### config.mk
export PLATFORM = sky130hd
export DESIGN_NAME = nzr_pixel_rx
export DESIGN_NICKNAME = d
export VERILOG_FILES = /design/src/rtl/nzr_pixel_rx.sv
export SDC_FILE = /design/constraint.sdc
export NUM_CORES = 1
export LEC_CHECK = 0
export BUFFER_PORTS_ARGS = -buffer_cell sky130_fd_sc_hd__buf_2
export CAP_MARGIN = 30
export CORE_MARGIN = 2
export CORE_UTILIZATION = 40
export CTS_CLUSTER_DIAMETER = 30
export DETAILED_ROUTE_END_ITERATION = 8
export PLACE_DENSITY_LB_ADDON = 0.12
export REMOVE_ABC_BUFFERS = 1
export SLEW_MARGIN = 30
export SYNTH_ARGS = -nofsm -noshare
export SYNTH_HDL_FRONTEND = slang
export SYNTH_SLANG_ARGS = --single-unit
export TNS_END_PERCENT = 1
### constraint.sdc
create_clock -name clk -period 3.03 [get_ports clk]
set_clock_uncertainty 0.05 [all_clocks]
set_input_delay 0.1515 -clock clk [delete_from_list [all_inputs] [get_ports clk]]
set_output_delay 0.1515 -clock clk [all_outputs]
set_load 0.05 [all_outputs]
### src/rtl/nzr_pixel_rx.sv
// WS2812B NZR receiver: decodes 24-bit GRB words, detects frame gaps and timeouts.
// Optional pixel mode (macro NZR_FORWARD_EN): keep the first word of each frame and forward the rest on dataOut.
module nzr_pixel_rx #(
    parameter int BIT_THRESH   = 30,
    parameter int MAX_HIGH     = 75,
    parameter int RESET_CYCLES = 2500
) (
    input  logic        clk,
    input  logic        reset,
    input  logic        dataIn,
    output logic [23:0] grb,
    output logic        grbValid,
    output logic        frameDone,
    output logic [7:0]  wordCount,
    output logic        error,
    output logic        dataOut,
    output logic [1:0]  fsm_state
);
    typedef enum logic [1:0] {
        IDLE     = 2'd0,
        HIGH     = 2'd1,
        LOW      = 2'd2,
        WAIT_GAP = 2'd3
    } state_t;

    localparam logic [16:0] BIT_MIN   = 17'(BIT_THRESH);
    localparam logic [15:0] HIGH_LAST = 16'(MAX_HIGH - 1);
    localparam logic [15:0] GAP_LAST  = 16'(RESET_CYCLES - 1);

    state_t      state;
    logic        sync_meta;
    logic        sync;
    logic        sync_d;
    logic [15:0] cnt;
    logic [23:0] shreg;
    logic [4:0]  bit_cnt;

    logic        rise;
    logic        fall;
    logic [16:0] high_len;
    logic        bit_val;
    logic [23:0] next_word;
    logic [15:0] cnt_inc;
    logic [7:0]  wc_inc;

    assign rise      = sync & ~sync_d;
    assign fall      = ~sync & sync_d;
    // cnt counts high samples after the rising-edge sample, so add that one back
    assign high_len  = {1'b0, cnt} + 17'd1;
    assign bit_val   = (high_len >= BIT_MIN);
    assign next_word = {shreg[22:0], bit_val};
    assign cnt_inc   = (cnt == 16'hFFFF) ? cnt : cnt + 16'd1;
    assign wc_inc    = (wordCount == 8'hFF) ? wordCount : wordCount + 8'd1;
    assign fsm_state = state;

`ifdef NZR_FORWARD_EN
    logic fwd;
`else
    assign dataOut = 1'b0;
`endif

    always_ff @(posedge clk or negedge reset) begin
        if (!reset) begin
            state     <= WAIT_GAP;
            sync_meta <= 1'b0;
            sync      <= 1'b0;
            sync_d    <= 1'b0;
            cnt       <= 16'd0;
            shreg     <= 24'd0;
            bit_cnt   <= 5'd0;
            grb       <= 24'd0;
            grbValid  <= 1'b0;
            frameDone <= 1'b0;
            wordCount <= 8'd0;
            error     <= 1'b0;
`ifdef NZR_FORWARD_EN
            fwd       <= 1'b0;
            dataOut   <= 1'b0;
`endif
        end else begin
            sync_meta <= dataIn;
            sync      <= sync_meta;
            sync_d    <= sync;
            grbValid  <= 1'b0;
            frameDone <= 1'b0;
`ifdef NZR_FORWARD_EN
            dataOut   <= fwd ? sync : 1'b0;
`endif
            case (state)
                IDLE: begin
                    if (rise) begin
                        state     <= HIGH;
                        cnt       <= 16'd0;
                        wordCount <= 8'd0;
                        error     <= 1'b0;
                        bit_cnt   <= 5'd0;
                        shreg     <= 24'd0;
`ifdef NZR_FORWARD_EN
                        fwd       <= 1'b0;
`endif
                    end
                end
                HIGH: begin
                    if (fall) begin
                        state <= LOW;
                        cnt   <= 16'd0;
                        shreg <= next_word;
                        if (bit_cnt == 5'd23) begin
                            bit_cnt   <= 5'd0;
                            wordCount <= wc_inc;
`ifdef NZR_FORWARD_EN
                            if (!fwd) begin
                                grb      <= next_word;
                                grbValid <= 1'b1;
                            end
                            fwd <= 1'b1;
`else
                            grb      <= next_word;
                            grbValid <= 1'b1;
`endif
                        end else begin
                            bit_cnt <= bit_cnt + 5'd1;
                        end
                    end else if (cnt == HIGH_LAST) begin
                        error   <= 1'b1;
                        bit_cnt <= 5'd0;
                        cnt     <= 16'd0;
                        state   <= WAIT_GAP;
`ifdef NZR_FORWARD_EN
                        fwd     <= 1'b0;
`endif
                    end else begin
                        cnt <= cnt_inc;
                    end
                end
                LOW: begin
                    if (rise) begin
                        state <= HIGH;
                        cnt   <= 16'd0;
                    end else if (cnt == GAP_LAST) begin
                        frameDone <= 1'b1;
                        bit_cnt   <= 5'd0;
                        cnt       <= 16'd0;
                        state     <= IDLE;
`ifdef NZR_FORWARD_EN
                        fwd       <= 1'b0;
`endif
                    end else begin
                        cnt <= cnt_inc;
                    end
                end
                default: begin
                    // WAIT_GAP: any high sample restarts the low-time measurement
                    if (sync) begin
                        cnt <= 16'd0;
                    end else if (cnt == GAP_LAST) begin
                        cnt   <= 16'd0;
                        state <= IDLE;
                    end else begin
                        cnt <= cnt_inc;
                    end
                end
            endcase
        end
    end
endmodule

==> results.py <==
metrics = {
    "outcome": {
        "status": "complete, no violations",
    },
    "synth": {
        "ys_ff_latch": 84,
        "yosysWarnings": 0,
        "synth_top_area_frac": 0.514,
        "yosys-top-cells-area": "dfrtp_1, mux2_2, a22o_1",
        "avgSynthCellArea_um2": 10.5,
        "yosysMostFrequentCell": "dfrtp_1",
        "yosysSeqAreaShare": 0.528,
        "synth_ff_type": "dfrtp_1",
        "netlist_area_mm2": 0.00399,
        "synth_edf_count": 0,
        "async_flop_share": 1.00,
        "synth.cells.most_frequent": "dfrtp_1, nand2_1, nor2_1, o21ai_0, mux2_2",
        "synth_cell_type_count": 55,
        "synthCells": 379,
        "yosysTopAreaCell": "dfrtp_1",
    },
    "layout": {
        "n_antenna_cell": 0,
        "finish.instance_area_mm2": 0.00451,
        "drive_above_1_share": 0.223,
        "finalNonFillerCells": 554,
        "area_delta_synth_final_pct": 13.0,
        "finish.net_count": 424,
        "post-route-util": 0.463,
    },
    "clock_tree": {
        "cts_resized": 0,
        "cts-htree-levels": 3,
        "post_cts_buffers": 0,
        "clock_latency_ns": 0.35,
        "cts_buffers": 9,
        "root_buffer": "clkbuf_8",
        "clock-sinks": 84,
        "postCtsHoldBufs": 2,
        "cts_buffer_depth": 2,
        "cts_tree": "done",
        "clk_pin_slew_ns": 0.09,
    },
    "floorplan": {
        "dieArea_mm2": 0.0108,
        "boundaryPins": 41,
        "rows": 36,
        "die_x_um": 104,
        "start_util": 0.410,
        "coreArea_mm2": 0.00973,
        "die_y_um": 104,
    },
    "min_path": {
        "hold_path_class": "in2async",
    },
    "pwr": {
        "ir_worst_vdd_mv": 0.332,
        "power-per-cell-area_mw_per_mm2": 619,
        "p_leak_nw": 2.13,
    },
    "placed_design": {
        "place_area_mm2": 0.00429,
        "place.detailed.hpwl_mm": 5.50,
        "io_buffers": 39,
        "gp_congestion": 0.864,
        "dp.cells": 536,
        "place_ws_ns": 0.369,
    },
    "routing": {
        "drt_first_pass_iters": 4,
        "dr_total_vias": 2958,
        "wire_per_inst_um": 14.8,
        "via_per_inst": 5.34,
        "drt_iter0_markers": 136,
        "remaining_drc_errors": 0,
        "drt.antenna.violating_nets": 0,
        "wirelength_mm": 8.20,
    },
    "global_route": {
        "antenna_found_initial": 0,
        "grt_pass1_wl_mm": 14.5,
        "grt-ovfl-total": 0,
        "track_usage": 0.164,
        "grt_max_degree": 58,
        "grt_pass1_vias": 2902,
    },
    "sta": {
        "drv_slew": 0,
        "tightest_slew_ns": 0.726,
        "slew_headroom": 0.511,
        "fin_crit_ns": 2.62,
        "rsz0062_at_grt": "false",
        "tns_ns": 0,
        "setup_slack_ns": 0.409,
        "hold_viol": 0,
        "finalSetupViolCount": 0,
        "finalCritPeriodShare": 0.865,
        "max_freq_mhz": 382,
    },
    "setup_path": {
        "crit_path_max_fanout": 10,
        "critical_path_required_ns": 3.21,
        "critical_path_class": "reg2reg",
        "cp-start-kind": "flop",
        "endpoint_kind": "flop",
        "cp_data_arrival_time_ns": 2.80,
    },
    "flow_run": {
        "max_cap_violations": 0,
    },
}
-- cells by family (layout without fill, tap and decap cells) --
| family | count (synthesis) | count (layout) | share of synthesized area |
|---|---|---|---|
| buffers and inverters | 33 | 75 | 0.0411 |
| and+or+nand+nor | 133 | 133 | 0.173 |
| adders and majority gates | 5 | 5 | 0.0157 |
| muxes | 26 | 26 | 0.0725 |
| AOI/OAI and AO/OA | 83 | 83 | 0.139 |
| other | 1 | 1 | 0.000940 |
| xor gates and xnor gates | 14 | 14 | 0.0307 |
| DFF | 84 | 84 | 0.528 |
-- worst max-delay path, cell delays in order (launching register included) --
cell and delay [ns]:
dfrtp_1 0.52, ha_1 0.39, nand3_1 0.14, nor4_1 0.57, xnor2_1 0.19, nand4_1 0.11
nor4_1 0.40, o21ai_0 0.13
-- state kept, by name, indices dropped and copies added (netlist names) --
| signal | count |
|---|---|
| cnt | 16 |
| frameDone | 1 |
| shreg | 23 |
| sync | 1 |
| bit_cnt | 5 |
| sync_d | 1 |
| error | 1 |
| sync_meta | 1 |
| grb | 24 |
| grbValid | 1 |
| fsm_state | 2 |
| wordCount | 8 |
-- layout by cell type, fill, tap and decap left out, types with 3 or more instances in the layout --
cell type  Yosys  routed
a21boi_0       3       3
a31oi_1        4       4
buf_4          5       9
o21ai_0       27      27
a21oi_1       10       9
or4_1          4       4
inv_1         10      10
mux2i_1        3       3
nand4_1       13      13
mux2_2        23      23
and3_1         4       4
xnor2_1        6       6
nand2b_1       6       6
nor2_1        31      31
dfrtp_1       82      82
nor2b_1        4       4
ha_1           5       5
nand2_1       36      36
nor4_1         6       6
xor2_1         8       8
o31ai_1        5       5
nor3_1         4       4
buf_2          4      38
nand3_1       12      12
a22o_1        18      18
clkbuf_8       0       9
-- per-layer routing --
metal	track usage	vias up	wire (um)
li1	-	1430	-
met1	0.237	1449	4110
met2	0.243	68	3660
met3	0.0269	11	305
met4	0.0676	0	127
met5	0	-	0
-- where the power goes --
part	total (mW)	switching, mW	internal (mW)
sequential	1.34	0.139	1.20
combinational	0.640	0.426	0.214
clock	0.810	0.421	0.389
total	2.79	0.986	1.81
-- layout make-up --
cell class	instances	area, um^2
Multi-Input combinational cell	262	1720
Fill cell	925	5220
Clock inverter	6	71.3
Tap cell	133	166
Clock buffer	10	128
Inverter	10	37.5
Timing Repair Buffer	49	278
Sequential cell	84	2100
-- stage by stage --
step / hold WS, ns / total power [mW]
5_1_grt: 0.354 / 2.98
6_report: 0.333 / 2.79
3_3_place_gp: 0.215 / 1.99
2_1_floorplan: -0.194 / 1.79
4_1_cts: 0.339 / 2.83
3_5_place_dp: 0.218 / 2.00
-- worst paths after layout --
check                               startpoint                    to  slack, ns  cells after the start
max                         cnt[0]$_DFFE_PN0P_  shreg[0]$_DFFE_PN0P_       0.41                      7
min                                      reset   frameDone$_DFF_PN0_       0.33                      2
max reg2reg                 cnt[0]$_DFFE_PN0P_  shreg[0]$_DFFE_PN0P_       0.41                      7
min reg2reg                sync_meta$_DFF_PN0_        sync$_DFF_PN0_       0.34                      0
max in group asynchronous                reset    grb[3]$_DFFE_PN0P_       1.85                      3
min in group clk           sync_meta$_DFF_PN0_        sync$_DFF_PN0_       0.34                      0
(Power assumes the default switching activity.)
